$ cat src/rtl/capture_sequencer.sv
// capture_sequencer: sequences one ADC capture in the sample-clock domain.
// Flow: arm edge -> optional wait for inactive trigger -> pre-trigger samples -> armed
// (writing, waiting for trigger) -> capture to the sample limit -> one-cycle done.
// Optional feature macro CAPTURE_TIMEOUT_EN adds timeout_i/timed_out_o. These force a
// trigger after timeout_i cycles in ARMED. With the macro undefined, ARMED waits indefinitely.
module capture_sequencer #(
    parameter int unsigned CNT_W = 32,
    parameter int unsigned PRE_W = 16  // keep narrower than CNT_W so presamples+1 fits
) (
    input  logic             clk,
    input  logic             reset,
    input  logic             arm_i,
    input  logic             trigger_i,
    input  logic             trigger_mode_i,
    input  logic             trigger_wait_i,
    input  logic             trigger_now_i,
    input  logic [CNT_W-1:0] maxsamples_i,
    input  logic [PRE_W-1:0] presamples_i,
    input  logic             sample_valid_i,
    input  logic             store_full_i,
`ifdef CAPTURE_TIMEOUT_EN
    input  logic [CNT_W-1:0] timeout_i,
    output logic             timed_out_o,
`endif
    output logic             armed_o,
    output logic             capture_go_o,
    output logic             sample_we_o,
    output logic [CNT_W-1:0] sample_count_o,
    output logic             done_o,
    output logic             overflow_o
);

    typedef enum logic [2:0] {
        StIdle,
        StWaitInactive,
        StPresample,
        StArmed,
        StCapture,
        StDone
    } state_e;

    state_e           state_q, state_d;
    logic             arm_q;
    logic [CNT_W-1:0] count_q, count_d;
    logic [CNT_W-1:0] limit_q, limit_d;
    logic [PRE_W-1:0] pre_q, pre_d;
    logic             ovf_q, ovf_d;

    logic             trig_act;
    logic             arm_rise;
    logic             force_trig;
    logic             sample_we;
    logic [CNT_W-1:0] max_eff;
    logic [CNT_W-1:0] pre_plus1;
    logic [CNT_W-1:0] new_limit;
    logic [CNT_W-1:0] pre_last;
    logic [CNT_W-1:0] cap_last;

    assign trig_act = (trigger_i == trigger_mode_i);
    assign arm_rise = arm_i & ~arm_q;

    // Capture limit derived from the live inputs; only latched on the arming edge.
    always_comb begin
        max_eff   = (maxsamples_i == '0) ? CNT_W'(1) : maxsamples_i;
        pre_plus1 = CNT_W'(presamples_i) + CNT_W'(1);
        new_limit = (max_eff > pre_plus1) ? max_eff : pre_plus1;
        pre_last  = CNT_W'(pre_q) - CNT_W'(1);
        cap_last  = limit_q - CNT_W'(1);
    end

`ifdef CAPTURE_TIMEOUT_EN
    logic [CNT_W-1:0] to_cnt_q, to_cnt_d;
    logic             timed_out_q, timed_out_d;

    assign force_trig = (state_q == StArmed) && (timeout_i != '0) && (to_cnt_q == timeout_i);

    // Timeout counter runs only in ARMED, so it restarts from zero on every entry.
    always_comb begin
        to_cnt_d    = '0;
        timed_out_d = timed_out_q;
        if (state_q == StArmed) begin
            to_cnt_d = (to_cnt_q != '1) ? to_cnt_q + CNT_W'(1) : to_cnt_q;
        end
        if (state_q == StIdle && arm_rise) begin
            timed_out_d = 1'b0;
        end else if (force_trig && state_d == StCapture) begin
            timed_out_d = 1'b1;
        end
    end

    // Timeout state registers.
    always_ff @(posedge clk) begin
        if (reset) begin
            to_cnt_q    <= '0;
            timed_out_q <= 1'b0;
        end else begin
            to_cnt_q    <= to_cnt_d;
            timed_out_q <= timed_out_d;
        end
    end

    assign timed_out_o = timed_out_q;
`else
    assign force_trig = 1'b0;
`endif

    // Next-state, write strobe and counter update.
    always_comb begin
        state_d   = state_q;
        count_d   = count_q;
        limit_d   = limit_q;
        pre_d     = pre_q;
        ovf_d     = ovf_q;
        sample_we = 1'b0;

        unique case (state_q)
            StIdle: begin
                if (arm_rise) begin
                    limit_d = new_limit;
                    pre_d   = presamples_i;
                    count_d = '0;
                    ovf_d   = 1'b0;
                    if (trigger_wait_i && trig_act) begin
                        state_d = StWaitInactive;
                    end else if (presamples_i != '0) begin
                        state_d = StPresample;
                    end else begin
                        state_d = StArmed;
                    end
                end
            end
            StWaitInactive: begin
                if (store_full_i) begin
                    state_d = StDone;
                    ovf_d   = 1'b1;
                end else if (!arm_i) begin
                    state_d = StIdle;
                end else if (!trig_act) begin
                    state_d = (pre_q != '0) ? StPresample : StArmed;
                end
            end
            StPresample: begin
                sample_we = sample_valid_i & ~store_full_i;
                if (store_full_i) begin
                    state_d = StDone;
                    ovf_d   = 1'b1;
                end else if (!arm_i) begin
                    state_d = StIdle;
                end else if (sample_we && count_q == pre_last) begin
                    state_d = StArmed;
                end
            end
            StArmed: begin
                sample_we = sample_valid_i & ~store_full_i;
                if (store_full_i) begin
                    state_d = StDone;
                    ovf_d   = 1'b1;
                end else if (!arm_i) begin
                    state_d = StIdle;
                end else if (trig_act || trigger_now_i || force_trig) begin
                    state_d = StCapture;
                end
            end
            StCapture: begin
                sample_we = sample_valid_i & ~store_full_i;
                if (store_full_i) begin
                    state_d = StDone;
                    ovf_d   = 1'b1;
                // >= also ends a capture whose armed phase already passed the limit
                end else if (sample_we && count_q >= cap_last) begin
                    state_d = StDone;
                end
            end
            StDone: begin
                state_d = StIdle;
            end
            default: begin
                state_d = StIdle;
            end
        endcase

        if (sample_we && count_q != '1) begin
            count_d = count_q + CNT_W'(1);
        end
    end

    // State registers with synchronous reset.
    always_ff @(posedge clk) begin
        if (reset) begin
            state_q <= StIdle;
            arm_q   <= 1'b0;
            count_q <= '0;
            limit_q <= '0;
            pre_q   <= '0;
            ovf_q   <= 1'b0;
        end else begin
            state_q <= state_d;
            arm_q   <= arm_i;
            count_q <= count_d;
            limit_q <= limit_d;
            pre_q   <= pre_d;
            ovf_q   <= ovf_d;
        end
    end

    assign armed_o        = (state_q == StWaitInactive) || (state_q == StPresample) ||
                            (state_q == StArmed);
    assign capture_go_o   = (state_q == StCapture);
    assign done_o         = (state_q == StDone);
    assign sample_we_o    = sample_we;
    assign sample_count_o = count_q;
    assign overflow_o     = ovf_q;

endmodule

$ cat config.mk
export PLATFORM = sky130hd
export DESIGN_NAME = capture_sequencer
export DESIGN_NICKNAME = d
export VERILOG_FILES = /design/src/rtl/capture_sequencer.sv
export SDC_FILE = /design/constraint.sdc
export NUM_CORES = 1
export LEC_CHECK = 0
export BUFFER_PORTS_ARGS = -buffer_cell sky130_fd_sc_hd__buf_2
export CAP_MARGIN = 20
export CORE_MARGIN = 2
export CORE_UTILIZATION = 32
export DETAILED_ROUTE_END_ITERATION = 7
export PLACE_DENSITY = 0.49
export RECOVER_POWER = 50
export SKIP_LAST_GASP = 1
export SYNTH_ARGS = -nofsm -noshare
export SYNTH_HDL_FRONTEND = slang
export SYNTH_SLANG_ARGS = --single-unit
$ cat constraint.sdc
create_clock -name clk -period 5.9 [get_ports clk]
set_input_delay 0 -clock clk [delete_from_list [all_inputs] [get_ports clk]]
set_output_delay 0 -clock clk [all_outputs]
set_load 0.005 [all_outputs]
==> results of run 1 <==
-- cell type report --
cell class              count  share of cell area
multi-input cells         686               0.577
repair buffers            142               0.114
clock inverters             4             0.00877
inverters                  27              0.0127
well taps                 270              0.0423
flip-flops and latches     85               0.213
clock buffers              12              0.0321
-- cells in the mapped netlist (4+ instances only) --
master    instances
a211oi_1          9
a21o_1           15
nand2b_1          8
and2_1            5
o311ai_0         15
or4_1            10
inv_1            27
o31ai_1           5
nor3_2            6
nor2b_1           7
nor3_1           23
buf_2             5
nand2_1         109
nand4_1          15
nor4_1           19
o211ai_1          8
clkbuf_1         53
and4_1            5
nand3_1          37
dfxtp_1          85
nand3b_1         21
ha_1             54
o21ai_0          14
and3_1            5
mux2_2            4
or2_2             4
or3_1            18
nor2_1           61
mux2i_1           4
a21oi_1          71
nand4b_1         15
xor2_1           34
xnor2_1          34
-- cells by family after synthesis --
group / share of synthesized area
xor gates and xnor gates: 0.0899
and+or+nand+nor: 0.323
muxes: 0.0128
AOI/OAI and AO/OA: 0.166
DFF: 0.257
adders and majority gates: 0.102
buffers and inverters: 0.0502
-- repair_timing --
item,in CTS,in global routing
buffers inserted,0,0
hold buffers,44,0
hold endpoints to repair,44,0
-- layout by cell type (no fill, tap or decap), types with 5 or more instances in the layout --
cell,count
xor2_1,34
o211ai_1,8
ha_1,54
a211oi_1,9
nand3b_1,21
nand2b_1,8
nand3_1,37
a21oi_1,71
dlygate4sd3_1,44
clkbuf_1,21
and3_1,5
buf_2,76
nor4_1,19
nor2b_1,7
xnor2_1,34
and4_1,5
nor3_2,6
inv_1,27
nor3_1,23
clkbuf_16,9
and2_1,5
nand4_1,15
dfxtp_1,85
a21o_1,15
nor2_1,62
o311ai_0,15
o21ai_0,14
o31ai_1,5
or3_1,18
nand2_1,108
or4_1,10
nand4b_1,15
-- power groups by stage --
| stage | Combinational [mW] | Clock (mW) | Sequential [mW] |
|---|---|---|---|
| global route | 1.19 | 0.670 | 0.768 |
| CTS | 1.06 | 0.647 | 0.753 |
| floorplan | 0.833 | 0 | 0.710 |
| global placement | 1.03 | 0 | 0.764 |
| detailed placement | 1.04 | 0 | 0.765 |
| finish | 1.05 | 0.637 | 0.752 |
-- worst min-delay path: stages --
cell and delay (ns):
buf_2 0.16, o21ai_0 0.09, a21oi_1 0.06
-- flip-flops by register name, summed over array words and instances (netlist names) --
signal / flops
limit_q: 32
sample_count_o: 32
pre_q: 16
state_q: 3
arm_q: 1
overflow_o: 1
-- final timing paths --
path                      from  depth (start not counted)  slack (ns)         end
setup reg to reg    limit_q[2]                         14        1.66  state_q[1]
hold / removal    store_full_i                          3        0.01  overflow_o
setup / recovery    limit_q[2]                         14        1.66  state_q[1]
hold reg to reg     overflow_o                          2        0.44  overflow_o
-- metal layers --
metal  track usage  wire length (µm)  up-vias  part of all wire
li1              -                 -     3323                 -
met1         0.265             10200     2967              0.51
met2         0.286              8990      117              0.45
met3        0.0204               581       15             0.029
met4        0.0510               250        0             0.012
met5             0                 0        -                 0
==> results.sh, run 1 <==
export IMPL_criticalPathCategory="register to register"
export IMPL_crit_chain="or4_4 -> nor3_4 -> nand2_1 -> nor4_2 -> nand3_2 -> or4_1 -> xor2_1 -> ha_1 -> nand4_1 -> or3_1 -> nor4_1 -> a21oi_1 -> nor3_2 -> mux2_2"
export IMPL_clock_latency_ns=0.35
export IMPL_grt_usage=0.183
export IMPL_synth_main_ff_cell="dfxtp_1"
export IMPL_ys_seq_area_frac=0.257
export IMPL_comb_power_share=0.430
export IMPL_intPower_mw=1.48
export IMPL_slowest_delay_ns=0.58
export IMPL_globalplace_congestion=0.799
export IMPL_ant_nets=0
export IMPL_die_x_um=148
export IMPL_grt_pass1_wl_um=32100
export IMPL_cts_resized=0
export IMPL_drive_above_1_share=0.131
export IMPL_rows=52
export IMPL_maxSlewViolCount=102
export IMPL_maxCapViolCount=2
export IMPL_placedCellCount=1166
export IMPL_min_delay_path_class="primary input to register"
export IMPL_grt_pass1_vias=5826
export IMPL_post_place_ws_ns=1.63
export IMPL_power_frac_seq=0.309
export IMPL_synth_edf_count=0
export IMPL_rsz0062_at_grt="no"
export IMPL_finalSetupTns_ns=0
export IMPL_final_cells=1226
export IMPL_clock_root_buffer="clkbuf_16"
export IMPL_dieArea_um2=21900
export IMPL_seq_area_um2=1700
export IMPL_grt_max_degree=61
export IMPL_end_kind="register"
export IMPL_hpwl_um=15000
export IMPL_relSlewSlack=-0.935
export IMPL_antenna_cells=0
export IMPL_max_freq_mhz=236
export IMPL_violations="capacitance limit, slew limit"
export IMPL_drt_initial_drc_count=360
export IMPL_cp_top_family="simple AND/OR/NAND/NOR gates"
export IMPL_core_um2=20300
export IMPL_setup_viol=0
export IMPL_syn2layout_area_growth_pct=20.5
export IMPL_worst_setup_path_start_kind="register"
export IMPL_clk_pin_slew_ns=0.06
export IMPL_synth_avg_cell_area_um2=7.73
export IMPL_hold_viol_final=0
export IMPL_switching_share=0.391
export IMPL_synth_largest_area_cell="dfxtp_1"
export IMPL_cts_tree="yes"
export IMPL_pin_count=94
export IMPL_finalPower_mw=2.44
export IMPL_die_h_um=148
export IMPL_cp_max_fo=5
export IMPL_power_switching_uw=952
export IMPL_route_detailed_drc=0
export IMPL_hold_ws_ns=0.0137
export IMPL_n_fill_cell=2135
export IMPL_port_buffers=93
export IMPL_viasPerCell=5.24
export IMPL_ys_async_sr_fraction=0
export IMPL_vdd_ir_drop_max_uv=130
export IMPL_vias=6422
export IMPL_utilization=0.393
export IMPL_multi_input_area_um2=4610
export IMPL_finalClockSkew_ns=0.00814
export IMPL_clk_path_buf_depth=2
export IMPL_crit_slowest_cell="or4_4"
export IMPL_p_clk_frac=0.262
export IMPL_start_util=0.326
export IMPL_synth_cell_types=62
export IMPL_outcome="finished, violations left"
export IMPL_cts_sinks=85
export IMPL_cts_buffers=9
export IMPL_netlist_area_um2=6630
export IMPL_tightest_slew_ns=2.90
export IMPL_p_leak_nw=3.13
export IMPL_nets=1062
export IMPL_crit_arrival_ns=4.48
export IMPL_p_per_area_nw_per_um2=305
export IMPL_avgRoutedWirePerCell_um=16.4
export IMPL_period_share=0.719
export IMPL_synth_warnings=0
export IMPL_post_dp_cell_area_um2=7250
export IMPL_period_minus_slack_ns=4.24
export IMPL_h_tree_depth=3
export IMPL_synth_seq_cells=85
export IMPL_yosys_area_top_type_share=0.257
export IMPL_worstPathRequired_ns=6.14
export IMPL_fin_ws_ns=1.66
export IMPL_syn_nets=968
export IMPL_antenna_found_initial=0
export IMPL_drt_total_wl_um=20100
export IMPL_synth_area_top_cells="dfxtp_1 (26%), ha_1 (10%), nand2_1 (6.2%)"
export IMPL_gr_total_overflow=0
export IMPL_path_buf_inv=0
export IMPL_first_pass_iters=5
export IMPL_final_area_um2=7990
export IMPL_synthCells=857
Power figures use the tool's default switching activity.
==> inputs of run 2 (changes only) <==
--- a/config.mk
+++ b/config.mk
@@ -10,7 +10,7 @@
 export CORE_MARGIN = 2
 export CORE_UTILIZATION = 32
 export DETAILED_ROUTE_END_ITERATION = 7
-export PLACE_DENSITY = 0.49
+export PLACE_DENSITY = 0.5
 export RECOVER_POWER = 50
 export SKIP_LAST_GASP = 1
 export SYNTH_ARGS = -nofsm -noshare
==> constraint.sdc (replaced) <==
create_clock -name clk -period 3.8 [get_ports clk]
set_input_delay 0 -clock clk [delete_from_list [all_inputs] [get_ports clk]]
set_output_delay 0 -clock clk [all_outputs]
set_load 0.005 [all_outputs]
==> run 2 against run 1 <==
Effect of this change: the run ends with capacitance limit, slew limit, setup timing left; wire length rose by 3.4%; utilization increased by 1.7 points; clock skew down 0.0051 ns; hold slack got worse by 0.0085 ns; non-clock buffer count up 35; sequential share of layout area decreased by 0.85 points; combinational power is 83% higher; critical path type unchanged; highest routed layer unchanged.
==> results.sh, run 2 (synthesis gave the netlist of run 1 again) <==
export IMPL_route_detailed_drc=0
export IMPL_p_leak_nw=3.37
export IMPL_period_share=1.07
export IMPL_period_minus_slack_ns=4.06
export IMPL_syn2layout_area_growth_pct=25.6
export IMPL_drt_initial_drc_count=433
export IMPL_whs_path_depth=3
export IMPL_start_util=0.326
export IMPL_clk_pin_slew_ns=0.06
export IMPL_hold_start="maxsamples_i[9]"
export IMPL_maxCapViolCount=1
export IMPL_port_buffers=93
export IMPL_pin_count=94
export IMPL_worst_setup_path_start_kind="register"
export IMPL_path_buf_inv=0
export IMPL_end_kind="register"
export IMPL_post_dp_cell_area_um2=7560
export IMPL_finalPower_mw=3.94
export IMPL_r2r_end="state_q[0]"
export IMPL_vias=6581
export IMPL_regToRegSetupSlack_ns=-0.26
export IMPL_clock_root_buffer="clkbuf_16"
export IMPL_grt_pass1_wl_um=33800
export IMPL_final_area_um2=8320
export IMPL_vdd_ir_drop_max_uv=155
export IMPL_clock_latency_ns=0.34
export IMPL_reg2reg_depth=16
export IMPL_cts_sinks=85
export IMPL_finalSetupTns_ns=-0.514
export IMPL_dieArea_um2=21900
export IMPL_drive_above_1_share=0.192
export IMPL_cp_max_fo=3
export IMPL_gr_total_overflow=0
export IMPL_die_h_um=148
export IMPL_violations="capacitance limit, slew limit, setup timing"
export IMPL_crit_arrival_ns=4.29
export IMPL_crit_start="limit_q[2]"
export IMPL_drt_total_wl_um=20700
export IMPL_nets=1097
export IMPL_cts_buffers=9
export IMPL_criticalPathCategory="register to register"
export IMPL_hold_viol_final=0
export IMPL_viasPerCell=5.22
export IMPL_utilization=0.410
export IMPL_relSlewSlack=-0.474
export IMPL_rows=52
export IMPL_most_common_layout_cells="nand2_1 (108), dfxtp_1 (84), buf_2 (84)"
export IMPL_die_x_um=148
export IMPL_slowest_delay_ns=0.55
export IMPL_core_um2=20300
export IMPL_crit_chain="or4_4 -> nor3_4 -> nand2_2 -> or4_4 -> or2_4 -> nor3_2 -> xnor2_1 -> ha_1 -> a21o_1 -> a21o_1 -> a221oi_2 -> o22ai_2 -> or3_4 -> a21oi_2 -> nor3_2 -> mux2_2"
export IMPL_globalplace_congestion=0.825
export IMPL_cts_tree="yes"
export IMPL_layout_commonest_cell="nand2_1"
export IMPL_crit_slowest_cell="or4_4"
export IMPL_first_pass_iters=5
export IMPL_outcome="finished, violations left"
export IMPL_grt_usage=0.193
export IMPL_min_delay_path_class="primary input to register"
export IMPL_tightest_slew_ns=2.21
export IMPL_avgRoutedWirePerCell_um=16.5
export IMPL_ant_nets=0
export IMPL_fin_ws_ns=-0.257
export IMPL_worstPathRequired_ns=4.04
export IMPL_p_per_area_nw_per_um2=473
export IMPL_h_tree_depth=3
export IMPL_hpwl_um=15500
export IMPL_clk_path_buf_depth=2
export IMPL_maxSlewViolCount=60
export IMPL_grt_max_degree=60
export IMPL_setup_viol=2
export IMPL_antenna_cells=0
export IMPL_rsz0062_at_grt="yes"
export IMPL_antenna_found_initial=0
export IMPL_grt_pass1_vias=6385
export IMPL_finalClockSkew_ns=0.00308
export IMPL_max_freq_mhz=246
export IMPL_min_to="limit_q[9]"
export IMPL_cp_top_family="simple AND/OR/NAND/NOR gates"
export IMPL_timing_rr_start="limit_q[2]"
## run 2: area by class of cell
| class | count | area (µm²) |
|---|---|---|
| inverter | 27 | 101 |
| tap | 270 | 338 |
| fill | 2134 | 12000 |
| clock inverter | 7 | 66.3 |
| clock buffer | 9 | 225 |
| sequential | 85 | 1700 |
| multi-input combinational | 686 | 4710 |
| timing repair buffer | 177 | 1180 |
## run 2: worst max path at each step
stage | to | cells after the start
2_1_floorplan | state_q[0] | 15
3_3_place_gp | state_q[0] | 16
3_5_place_dp | state_q[0] | 16
4_1_cts | state_q[0] | 17
5_1_grt | state_q[1] | 17
6_report | state_q[0] | 16
## run 2: what timing repair did
| action | in CTS | in global routing |
|---|---|---|
| endpoints found under the setup margin | 2 | 19 |
| pin swaps | 6 | 3 |
| hold buffers | 37 | 0 |
| resized for setup | 8 | 11 |
| hold endpoints to repair | 37 | 0 |
| buffers inserted | 1 | 4 |
## run 2: through the flow
| stage | worst slack (ns) | cells | hold slack (ns) |
|---|---|---|---|
| after global placement | -0.208 | 1203 | 0.256 |
| after detailed placement | -0.264 | 1203 | 0.264 |
| after floorplan | -0.116 | 857 | 0.128 |
| after CTS | -0.223 | 1257 | 0.000948 |
| final | -0.257 | 1261 | 0.00519 |
| after global routing | -0.413 | 1261 | 0.0266 |
## run 2: per-layer routing
layer | GRT usage | share of wire | vias to the layer above
li1 | - | - | 3386
met2 | 0.307 | 0.45 | 115
met4 | 0.0586 | 0.017 | 0
met1 | 0.275 | 0.51 | 3057
met3 | 0.0176 | 0.026 | 23
met5 | 0 | 0 | -
## run 2: report_power, final
| group | internal [mW] | leakage (nW) | switching (mW) | total, mW |
|---|---|---|---|---|
| registers | 0.992 | 0.692 | 0.147 | 1.14 |
| logic | 0.877 | 2.54 | 1.04 | 1.92 |
| clock network | 0.506 | 0.145 | 0.374 | 0.880 |
## run 2: tightest hold or removal path, stage by stage
cell,delay [ns]
buf_2,0.11
nand4b_1,0.09
o311ai_0,0.10
